[src/rtl/booth_sched_pkg.sv]
// booth_pkg: shared types and constants for the booth_sched slice.
//   state_e  : sequencer state encoding
//   Q_ADD    : Booth pair {Q0,Q-1} that requests A <= A + M
//   Q_SUB    : Booth pair {Q0,Q-1} that requests A <= A - M
//   WIDTH_DEF: default operand width / iteration count
package booth_pkg;

  localparam int unsigned WIDTH_DEF = 4;

  typedef enum logic [2:0] {
    ST_IDLE  = 3'b000,
    ST_LOAD  = 3'b001,
    ST_EVAL  = 3'b010,
    ST_SHIFT = 3'b011,
    ST_DONE  = 3'b100
  } state_e;

  localparam logic [1:0] Q_ADD = 2'b01;
  localparam logic [1:0] Q_SUB = 2'b10;

endpackage

[src/rtl/booth_sched_if.sv]
// booth_sched_if: bundle between the requesters, the Booth datapath and
// the scheduler.
//   req   : per-requester request level (bit 0 = requester 0)
//   q     : Booth bit pair {Q0, Q-1} from the datapath
//   gnt   : one-hot grant
//   sel   : operand mux select
//   load/suma/resta/desp : datapath strobes
//   done  : per-requester completion pulse
//   busy  : scheduler not idle
//   abort : aborted-operation pulse (only with BOOTH_SCHED_ABORT_EN)
// master = requester/datapath side, slave = scheduler side.
interface booth_sched_if;
  logic [1:0] req;
  logic [1:0] q;
  logic [1:0] gnt;
  logic       sel;
  logic       load;
  logic       suma;
  logic       resta;
  logic       desp;
  logic [1:0] done;
  logic       busy;
`ifdef BOOTH_SCHED_ABORT_EN
  logic       abort;

  modport master (output req, q,
                  input  gnt, sel, load, suma, resta, desp, done, busy, abort);
  modport slave  (input  req, q,
                  output gnt, sel, load, suma, resta, desp, done, busy, abort);
`else
  modport master (output req, q,
                  input  gnt, sel, load, suma, resta, desp, done, busy);
  modport slave  (input  req, q,
                  output gnt, sel, load, suma, resta, desp, done, busy);
`endif
endinterface

[src/rtl/booth_sched_rr_arb.sv]
// booth_rr_arb: two-way round-robin winner selection.
//   clk, rst_n : clock, async active-low reset
//   req        : request levels
//   upd_en     : record upd_idx as last served (driven in LOAD)
//   upd_idx    : index of the requester being served
//   win        : winning requester index (valid when req != 0)
//   lp         : last-served pointer, resets to 1 so requester 0 wins first
module booth_rr_arb (
  input  logic       clk,
  input  logic       rst_n,
  input  logic [1:0] req,
  input  logic       upd_en,
  input  logic       upd_idx,
  output logic       win,
  output logic       lp
);

  logic lp_q, lp_d;

  always_ff @(posedge clk or negedge rst_n) begin
    if (!rst_n) lp_q <= 1'b1;
    else        lp_q <= lp_d;
  end

  always_comb begin
    lp_d = lp_q;
    if (upd_en) lp_d = upd_idx;
  end

  always_comb begin
    unique case (req)
      2'b11:   win = ~lp_q;
      2'b10:   win = 1'b1;
      default: win = 1'b0;
    endcase
  end

  assign lp = lp_q;

endmodule

[src/rtl/booth_sched.sv]
// booth_sched: sequencer and round-robin arbiter for a shared radix-2
// Booth multiplier datapath.
//   clk, rst_n : clock, async active-low reset
//   bus        : booth_sched_if.slave (req, q in; gnt, sel, load, suma,
//                resta, desp, done, busy out; abort out when enabled)
//   WIDTH      : operand width = iteration count (>= 2)
// Optional feature macro: BOOTH_SCHED_ABORT_EN (granted requester dropping
// req mid-operation returns to IDLE without done and pulses abort).
module booth_sched
  import booth_pkg::*;
#(
  parameter int unsigned WIDTH = WIDTH_DEF
) (
  input  logic          clk,
  input  logic          rst_n,
  booth_sched_if.slave  bus
);

  localparam int unsigned CW = $clog2(WIDTH + 1);

  state_e        state_q, state_d;
  logic [CW-1:0] cnt_q, cnt_d;
  logic          sel_q, sel_d;
  logic          win;
  logic          lp;
  logic          last_iter;

  booth_rr_arb u_arb (
    .clk     (clk),
    .rst_n   (rst_n),
    .req     (bus.req),
    .upd_en  (state_q == ST_LOAD),
    .upd_idx (sel_q),
    .win     (win),
    .lp      (lp)
  );

`ifdef BOOTH_SCHED_ABORT_EN
  logic abort_q, abort_d;
`endif

  // State register
  always_ff @(posedge clk or negedge rst_n) begin
    if (!rst_n) begin
      state_q <= ST_IDLE;
      cnt_q   <= '0;
      sel_q   <= 1'b0;
`ifdef BOOTH_SCHED_ABORT_EN
      abort_q <= 1'b0;
`endif
    end else begin
      state_q <= state_d;
      cnt_q   <= cnt_d;
      sel_q   <= sel_d;
`ifdef BOOTH_SCHED_ABORT_EN
      abort_q <= abort_d;
`endif
    end
  end

  // Exit test uses cnt before the decrement
  assign last_iter = (cnt_q == CW'(1));

  // Next-state logic
  always_comb begin
    state_d = state_q;
    cnt_d   = cnt_q;
    sel_d   = sel_q;
`ifdef BOOTH_SCHED_ABORT_EN
    abort_d = 1'b0;
`endif
    unique case (state_q)
      ST_IDLE: begin
        if (|bus.req) begin
          sel_d   = win;
          state_d = ST_LOAD;
        end
      end
      ST_LOAD: begin
        cnt_d   = CW'(WIDTH);
        state_d = ST_EVAL;
      end
      ST_EVAL: begin
        if (bus.q == Q_ADD || bus.q == Q_SUB) begin
          state_d = ST_SHIFT;
        end else begin
          cnt_d   = cnt_q - CW'(1);
          state_d = last_iter ? ST_DONE : ST_EVAL;
        end
      end
      ST_SHIFT: begin
        cnt_d   = cnt_q - CW'(1);
        state_d = last_iter ? ST_DONE : ST_EVAL;
      end
      ST_DONE: state_d = ST_IDLE;
      default: state_d = ST_IDLE;
    endcase
`ifdef BOOTH_SCHED_ABORT_EN
    // lp already recorded this requester in LOAD, so it stays last-served.
    if ((state_q == ST_LOAD || state_q == ST_EVAL || state_q == ST_SHIFT) &&
        !bus.req[sel_q]) begin
      state_d = ST_IDLE;
      abort_d = 1'b1;
    end
`endif
  end

  // Output decode: Moore except the EVAL strobes, which follow q
  always_comb begin
    bus.gnt   = '0;
    bus.done  = '0;
    bus.load  = 1'b0;
    bus.suma  = 1'b0;
    bus.resta = 1'b0;
    bus.desp  = 1'b0;
    bus.busy  = (state_q != ST_IDLE);
    bus.sel   = sel_q;
    if (state_q != ST_IDLE) bus.gnt[sel_q] = 1'b1;
    unique case (state_q)
      ST_LOAD:  bus.load = 1'b1;
      ST_EVAL: begin
        bus.suma  = (bus.q == Q_ADD);
        bus.resta = (bus.q == Q_SUB);
        bus.desp  = !(bus.q == Q_ADD || bus.q == Q_SUB);
      end
      ST_SHIFT: bus.desp = 1'b1;
      ST_DONE:  bus.done[sel_q] = 1'b1;
      default: ;
    endcase
  end

`ifdef BOOTH_SCHED_ABORT_EN
  assign bus.abort = abort_q;
`endif

endmodule

[src/flat_wrapper.sv]
// flat-port wrapper written by rule: the top's interface ports become plain ports
module booth_sched_flat import booth_pkg::*;
#(
  parameter int unsigned WIDTH = WIDTH_DEF
)
  (clk, rst_n, bus_req, bus_q, bus_gnt, bus_sel, bus_load, bus_suma, bus_resta, bus_desp, bus_done, bus_busy);
  booth_sched_if bus_i ();
  input  logic clk;
  input  logic rst_n;
  input wire logic [$bits(bus_i.req)-1:0] bus_req;
  input wire logic [$bits(bus_i.q)-1:0] bus_q;
  output wire logic [$bits(bus_i.gnt)-1:0] bus_gnt;
  output wire logic [$bits(bus_i.sel)-1:0] bus_sel;
  output wire logic [$bits(bus_i.load)-1:0] bus_load;
  output wire logic [$bits(bus_i.suma)-1:0] bus_suma;
  output wire logic [$bits(bus_i.resta)-1:0] bus_resta;
  output wire logic [$bits(bus_i.desp)-1:0] bus_desp;
  output wire logic [$bits(bus_i.done)-1:0] bus_done;
  output wire logic [$bits(bus_i.busy)-1:0] bus_busy;
  assign bus_i.req = bus_req;
  assign bus_i.q = bus_q;
  assign bus_gnt = bus_i.gnt;
  assign bus_sel = bus_i.sel;
  assign bus_load = bus_i.load;
  assign bus_suma = bus_i.suma;
  assign bus_resta = bus_i.resta;
  assign bus_desp = bus_i.desp;
  assign bus_done = bus_i.done;
  assign bus_busy = bus_i.busy;
  booth_sched #(.WIDTH(WIDTH)) u_core (.clk(clk), .rst_n(rst_n), .bus(bus_i));
endmodule
[config.mk]
export PLATFORM = sky130hd
export DESIGN_NAME = booth_sched_flat
export DESIGN_NICKNAME = d
export VERILOG_FILES = /design/src/rtl/booth_sched_pkg.sv /design/src/rtl/booth_sched_if.sv /design/src/rtl/booth_sched_rr_arb.sv /design/src/rtl/booth_sched.sv /design/src/flat_wrapper.sv
export SDC_FILE = /design/constraint.sdc
export NUM_CORES = 1
export LEC_CHECK = 0
export ABC_AREA = 1
export CORE_MARGIN = 2
export CORE_UTILIZATION = 39
export CTS_CLUSTER_DIAMETER = 120
export CTS_CLUSTER_SIZE = 10
export DETAILED_ROUTE_END_ITERATION = 10
export PLACE_DENSITY_LB_ADDON = 0.25
export SLEW_MARGIN = 20
export SYNTH_ARGS = -nofsm -noshare
export SYNTH_HDL_FRONTEND = slang
export SYNTH_HIERARCHICAL = 1
export SYNTH_SLANG_ARGS = --single-unit
[constraint.sdc]
create_clock -name clk -period 2.9 [get_ports clk]
set_clock_uncertainty 0.05 [all_clocks]
set_input_delay 0.435 -clock clk [delete_from_list [all_inputs] [get_ports clk]]
set_output_delay 0.435 -clock clk [all_outputs]
set_load 0.02 [all_outputs]
==> results.toml <==
[logic_synthesis]
synthCells = 73
ys_seq_elements = 8
synth_top_area_share_pct = 32.7
ys_seq_area_share_pct = 37.6
synth_warnings = 6
yosys-top-cells-area = "dfrtp_1 (33%), nand2_1 (11%), inv_1 (11%)"
yosys.cell_types.count = 17
syn_area_per_cell_um2 = 7.34
syn_nets = 83
synth_top_cell_by_area = "dfrtp_1"
synthesis.area_um2 = 536

[worst_setup_path]
critPathSlowestCell = "clkdlybuf4s50_1"
cp_common_cell = "clkdlybuf4s50_1"
end_kind = "output port"
critPathTopFamily = "buffers and inverters"
max_stage_delay_ns = 0.60
path_buf_inv = 3
critPathArrivalTime_ns = 2.19
cp-start-kind = "input pin"
crit_required_ns = 2.41
crit_type = "input pin to output port"
cp_max_fo = 6
worstPathCellList = "clkdlybuf4s50_1 -> inv_1 -> ha_1 -> nand4_2 -> nand2_2 -> clkdlybuf4s50_1"

[floorplanning]
core_area_um2 = 1280
start_util_pct = 41.7
dieWidth_um = 41.1
die_area_um2 = 1690
ioPinCount = 16
die_h_um = 41.1
row_count = 13

[placed_design]
placed_cells = 103
dp_hpwl_um = 825
place.port_buffers = 15
routabilityCongestion = 0.800
place_ws_ns = 0.231
placed_area_um2 = 704

[clock_tree]
numCtsBuffers = 3
clk_latency_ns = 0.26
cts_resized = 0
cts.sinks = 8
cts_hold_buf = 0
cts_tree = "yes"
cts-root-buf = "clkbuf_4"
cts_max_level = 1
clk_path_buf_depth = 2
clk_pin_slew_ns = 0.06
cts_setup_buffers = 0

[worst_hold_path]
hp-class = "input pin to async pin"

[drt]
wl_um = 1040
vias_per_cell = 4.47
vias = 478
firstDrtPassIters = 4
drc = 0
postRouteAntennaNets = 0
drtIter0Drc = 15
post_drt_wl_per_cell_um = 9.68

[timing]
slew_viol_final = 0
period_share_pct = 92.4
post-route-min-period_ns = 2.68
postLayoutSetupSlackWorst_ns = 0.222
max_freq_mhz = 373
tightest_slew_ns = 0.362
hold_violations = 0
finalSetupViolations = 0
slew_headroom_pct = 75.8
tns_ns = 0
rsz0062_at_grt = "no"

[flow_run]
max_cap_violations = 0

[pwr]
power_leakage_nw = 0.383
p_per_area_nw_per_um2 = 1070
irDropWorstVdd_v = 0.000588

[run_status]
status = "complete, no violations"

[cells_and_area]
fin_area_um2 = 731
nFillCells = 126
diodes = 0
instances_no_fill = 107
seq_area_um2 = 201
layout-drive-gt1-share_pct = 16.3
multiInputGateArea_um2 = 267
area.growth.synth_to_final_pct = 36.4
nNetsFinal = 103

[grt]
grt_max_degree = 9
grt_pass1_wl_um = 1600
grt_usage_pct = 15.3
antenna_found_initial = 0
overflow = 0
grt_pass1_vias = 386
worst reg2reg max path, delay by kind of cell, from the launching register on:
family	cells	cell delay, ns
XOR/XNOR	1	0.15
adder cells (fa/ha/maj)	1	0.20
buffers and inverters	1	0.07
flip-flops	1	0.37
AND/OR/NAND/NOR	3	0.17
layout by cell type, fill, tap and decap left out, drive strengths merged:
master / synthesis / final
clkbuf: 0 / 4
nand3b: 1 / 1
dfstp: 1 / 1
ha: 4 / 4
xnor2: 1 / 1
nand2: 18 / 18
nor2: 12 / 12
a21oi: 3 / 3
nand4: 1 / 1
clkdlybuf4s50: 0 / 15
inv: 18 / 18
dfrtp: 7 / 7
nand3: 6 / 6
o21ai: 1 / 1
kinds of logic (layout without fill, tap and decap cells):
logic type      after synthesis  count (layout)  share of synthesized area (%)
flops                         8               8                           37.6
simple gates                 38              38                           34.3
compound gates                4               4                           4.44
buf+inv                      18              37                           12.6
xor+xnor                      1               1                           1.64
fa+ha+maj                     4               4                           9.35
synth_stat cells:
| master | count |
|---|---|
| nand4_2 | 1 |
| inv_2 | 3 |
| dfstp_2 | 1 |
| nor2_2 | 2 |
| nand3b_2 | 1 |
| xnor2_1 | 1 |
| nor2_1 | 9 |
| nor2_4 | 1 |
| ha_1 | 4 |
| a21oi_2 | 1 |
| nand2_1 | 16 |
| nand2_2 | 2 |
| a21oi_1 | 2 |
| o21ai_1 | 1 |
| inv_1 | 15 |
| dfrtp_1 | 7 |
| nand3_1 | 6 |
final timing paths:
path	slack [ns]	end	depth (start not counted)	from
max in group asynchronous	2.09	u_core/u_arb/lp$_DFFE_PN1P_	1	rst_n
hold reg to reg	0.42	u_core/u_arb/lp$_DFFE_PN1P_	2	u_core/u_arb/lp$_DFFE_PN1P_
min in group clk	0.42	u_core/u_arb/lp$_DFFE_PN1P_	2	u_core/u_arb/lp$_DFFE_PN1P_
setup / recovery	0.22	bus_desp	6	bus_q[0]
setup reg to reg	1.78	u_core/cnt_q[2]$_DFFE_PN0P_	6	u_core/cnt_q[0]$_DFFE_PN0P_
hold / removal	0.40	u_core/cnt_q[0]$_DFFE_PN0P_	1	rst_n
through the flow:
stage | hold WS (ns) | total power [mW] | util (%)
after floorplan | 0.0894 | 0.525 | -
after global placement | 0.412 | 0.675 | 54.8
after detailed placement | 0.415 | 0.686 | 54.8
after CTS | 0.409 | 0.786 | 56.9
after global routing | 0.418 | 0.856 | 56.9
final | 0.398 | 0.779 | 56.9
layout make-up:
type	instances	area share, %
timing repair buffer	15	20.5
sequential	8	27.6
multi-input combinational	47	36.5
tap	15	2.57
clock buffer	4	3.60
inverter	18	9.25
state kept, by name (all words and copies together) (netlist names):
name             flops
u_core/u_arb/lp      1
u_core/cnt_q         3
u_core/state_q       3
u_core/bus.sel       1
routing by layer:
layer	share of wire, %	track usage, %	vias to the layer above
met2	46	20.7	12
met3	4.6	3.26	2
met1	48	20.3	208
met4	1.2	13.3	0
met5	0	0	-
li1	-	-	256
power by group:
part           leakage [nW]  switching [mW]  total, mW  internal (mW)
clock network        0.0150          0.0425     0.0954         0.0529
logic                 0.272           0.263      0.459          0.196
registers            0.0959          0.0549      0.224          0.169
total                 0.383           0.360      0.778          0.418
No activity file was read; power rests on OpenSTA's default activity.
==> patch: new RTL, config.mk and constraints unchanged <==
The 5 states of `state_e` get a Gray code encoding in 3 bits.
--- a/src/rtl/booth_sched_pkg.sv
+++ b/src/rtl/booth_sched_pkg.sv
@@ -10,9 +10,9 @@
   typedef enum logic [2:0] {
     ST_IDLE  = 3'b000,
     ST_LOAD  = 3'b001,
-    ST_EVAL  = 3'b010,
-    ST_SHIFT = 3'b011,
-    ST_DONE  = 3'b100
+    ST_EVAL  = 3'b011,
+    ST_SHIFT = 3'b010,
+    ST_DONE  = 3'b110
   } state_e;
 
   localparam logic [1:0] Q_ADD = 2'b01;
Formal check against the unedited RTL: same outputs for any inputs over 10 cycles, from zero or initial values and one cycle with rst_n low; not proved beyond that.
==> patch against the unedited design <==
- power up 5.8%
- final area down 0.51%
- cell count fell by 2.8%
- routed wire length shrank 12%
- count of clock-buffer cells in the layout unchanged
- sequential cell count unchanged
- via count down 4.4%
- area after synthesis is 0.70% lower
- setup slack better by 110 ps
- critical endpoint unchanged
- worst hold slack got worse by 13 ps
==> patch: results (changes against the unedited design) <==
total wire length - 910 µm (was 1040 µm)
Max Fclk - 390 MHz (was 373 MHz)
DR pass1 iterations - 2 (was 4)
LEAKAGE - 0.370 nW (was 0.383 nW)
WP data arrival - 2080 ps (was 2190 ps)
outcome - finished, final reports clean (unchanged)
Max Fanout on Critical Path - 4 (was 6)
Final HPWL DP - 783 µm (was 825 µm)
Worst-Skew Late Latency - 260 ps (about the same)
Synth top cells by count - inv_1 (14), nand2_1 (14), dfrtp_1 (7), nor2_1 (7), nand3_1 (5) (was nand2_1 (16), inv_1 (15), nor2_1 (9))
via-per-instance ratio - 4.39 (was 4.47)
Switch Pwr - 0.000382 W (was 0.000360 W)
layout cells sized above 1 - 19.1% (was 16.3%)
Fillers - 140 (was 126)
# nets final - 100 (was 103)
Seq/Total Area, Yosys - 37.9% (was 37.6%)
GRT Overall Usage - 14.6% (was 15.3%)
vias in the first global route - 404 (was 386)
worst r2r src - u_core/state_q[1] (was u_core/cnt_q[0])
ranking of synthesized cells by area - dfrtp_1 (33%), inv_1 (9.9%), nand2_1 (9.9%), ha_1 (9.4%), nor2_4 (6.4%) (was dfrtp_1 (33%), nand2_1 (11%), inv_1 (11%), ha_1 (9.3%), nor2_1 (6.3%))
Post-Syn Nets - 80 (was 83)
maximum VDD drop - 572 µV (was 588 µV)
detailed router's first-iteration violation count - 3 (was 15)
global-route wire length before repair - 1530 µm (was 1600 µm)
max_slew headroom - 78.2% (was 75.8%)
pre-CTS setup slack - 328 ps (was 231 ps)
Post-CTS Setup Bufs - 0 (unchanged)
R2R Setup Slk - 1720 ps (was 1780 ps)
==> patch: cell types whose count changed in the layout (fill, tap and decap cells not counted), moves of 2 or more <==
cell / before / now
nor2_1: 9 / 7
nand2_1: 16 / 14
o21ai_1: 1 / 3
nor2_4: 1 / 3
==> patch: layer usage <==
layer	global-route usage (%)	up-vias	wire (µm)
met1	16.1	192	383
met3	4.89	2	60
met5	0	-	0
li1	-	249	-
met2	24.6	14	451
met4	7.50	0	15
==> patch: worst min-delay path by stage <==
stage	start	end	slack, ps	depth (start not counted)
6_report	rst_n	u_core/cnt_q[1]	380	1
5_1_grt	rst_n	u_core/cnt_q[1]	420	1
4_1_cts	rst_n	u_core/cnt_q[0]	390	1
3_5_place_dp	u_core/u_arb/lp	u_core/u_arb/lp	420	2
3_3_place_gp	u_core/u_arb/lp	u_core/u_arb/lp	410	2
2_1_floorplan	rst_n	u_core/bus.sel	90	0
==> patch: cell families (layout without fill, tap and decap cells) <==
logic type | Yosys count | in the layout | share of synthesized area, %
adder cells (fa/ha/maj) | 4 | 4 | 9.41
buffers and inverters | 17 | 36 | 12.0
AO/OA/AOI/OAI | 5 | 5 | 5.41
flip-flops | 8 | 8 | 37.9
AND/OR/NAND/NOR | 36 | 36 | 35.3
==> patch: worst register-to-register path: stages, from the launching register on <==
cell	delay, ps
dfrtp_1	460
nor2_2	230
nand2_2	130
nor2_4	100
nand2_1	50
o21ai_1	80
==> patch: layout make-up <==
cell class	instances	area [µm²]	area share (%)
Tap cell	15	18.8	2.58
Inverter	17	63.8	8.78
Multi-Input combinational cell	45	267	36.7
Timing Repair Buffer	15	150	20.7
Sequential cell	8	201	27.7
Clock buffer	4	26.3	3.61
==> patch: power groups by stage <==
stage | combinational [W] | clock (W) | sequential [W]
2_1_floorplan | 0.000328 | 0 | 0.000238
3_3_place_gp | 0.000493 | 0 | 0.000242
3_5_place_dp | 0.000501 | 0 | 0.000242
4_1_cts | 0.000504 | 0.0000963 | 0.000240
5_1_grt | 0.000563 | 0.000101 | 0.000251
6_report | 0.000495 | 0.0000914 | 0.000237
==> patch: through the flow <==
stage / util (%) / hold WS [ps] / cell area, µm² / std cells / power, W
global route: 56.6 / 416 / 727 / 104 / 0.000915
CTS: 56.6 / 388 / 727 / 104 / 0.000839
detailed placement: 54.5 / 423 / 701 / 100 / 0.000743
finish: 56.6 / 385 / 727 / 104 / 0.000824
floorplan: - / 89.4 / 532 / 70 / 0.000566
global placement: 54.5 / 414 / 701 / 100 / 0.000735
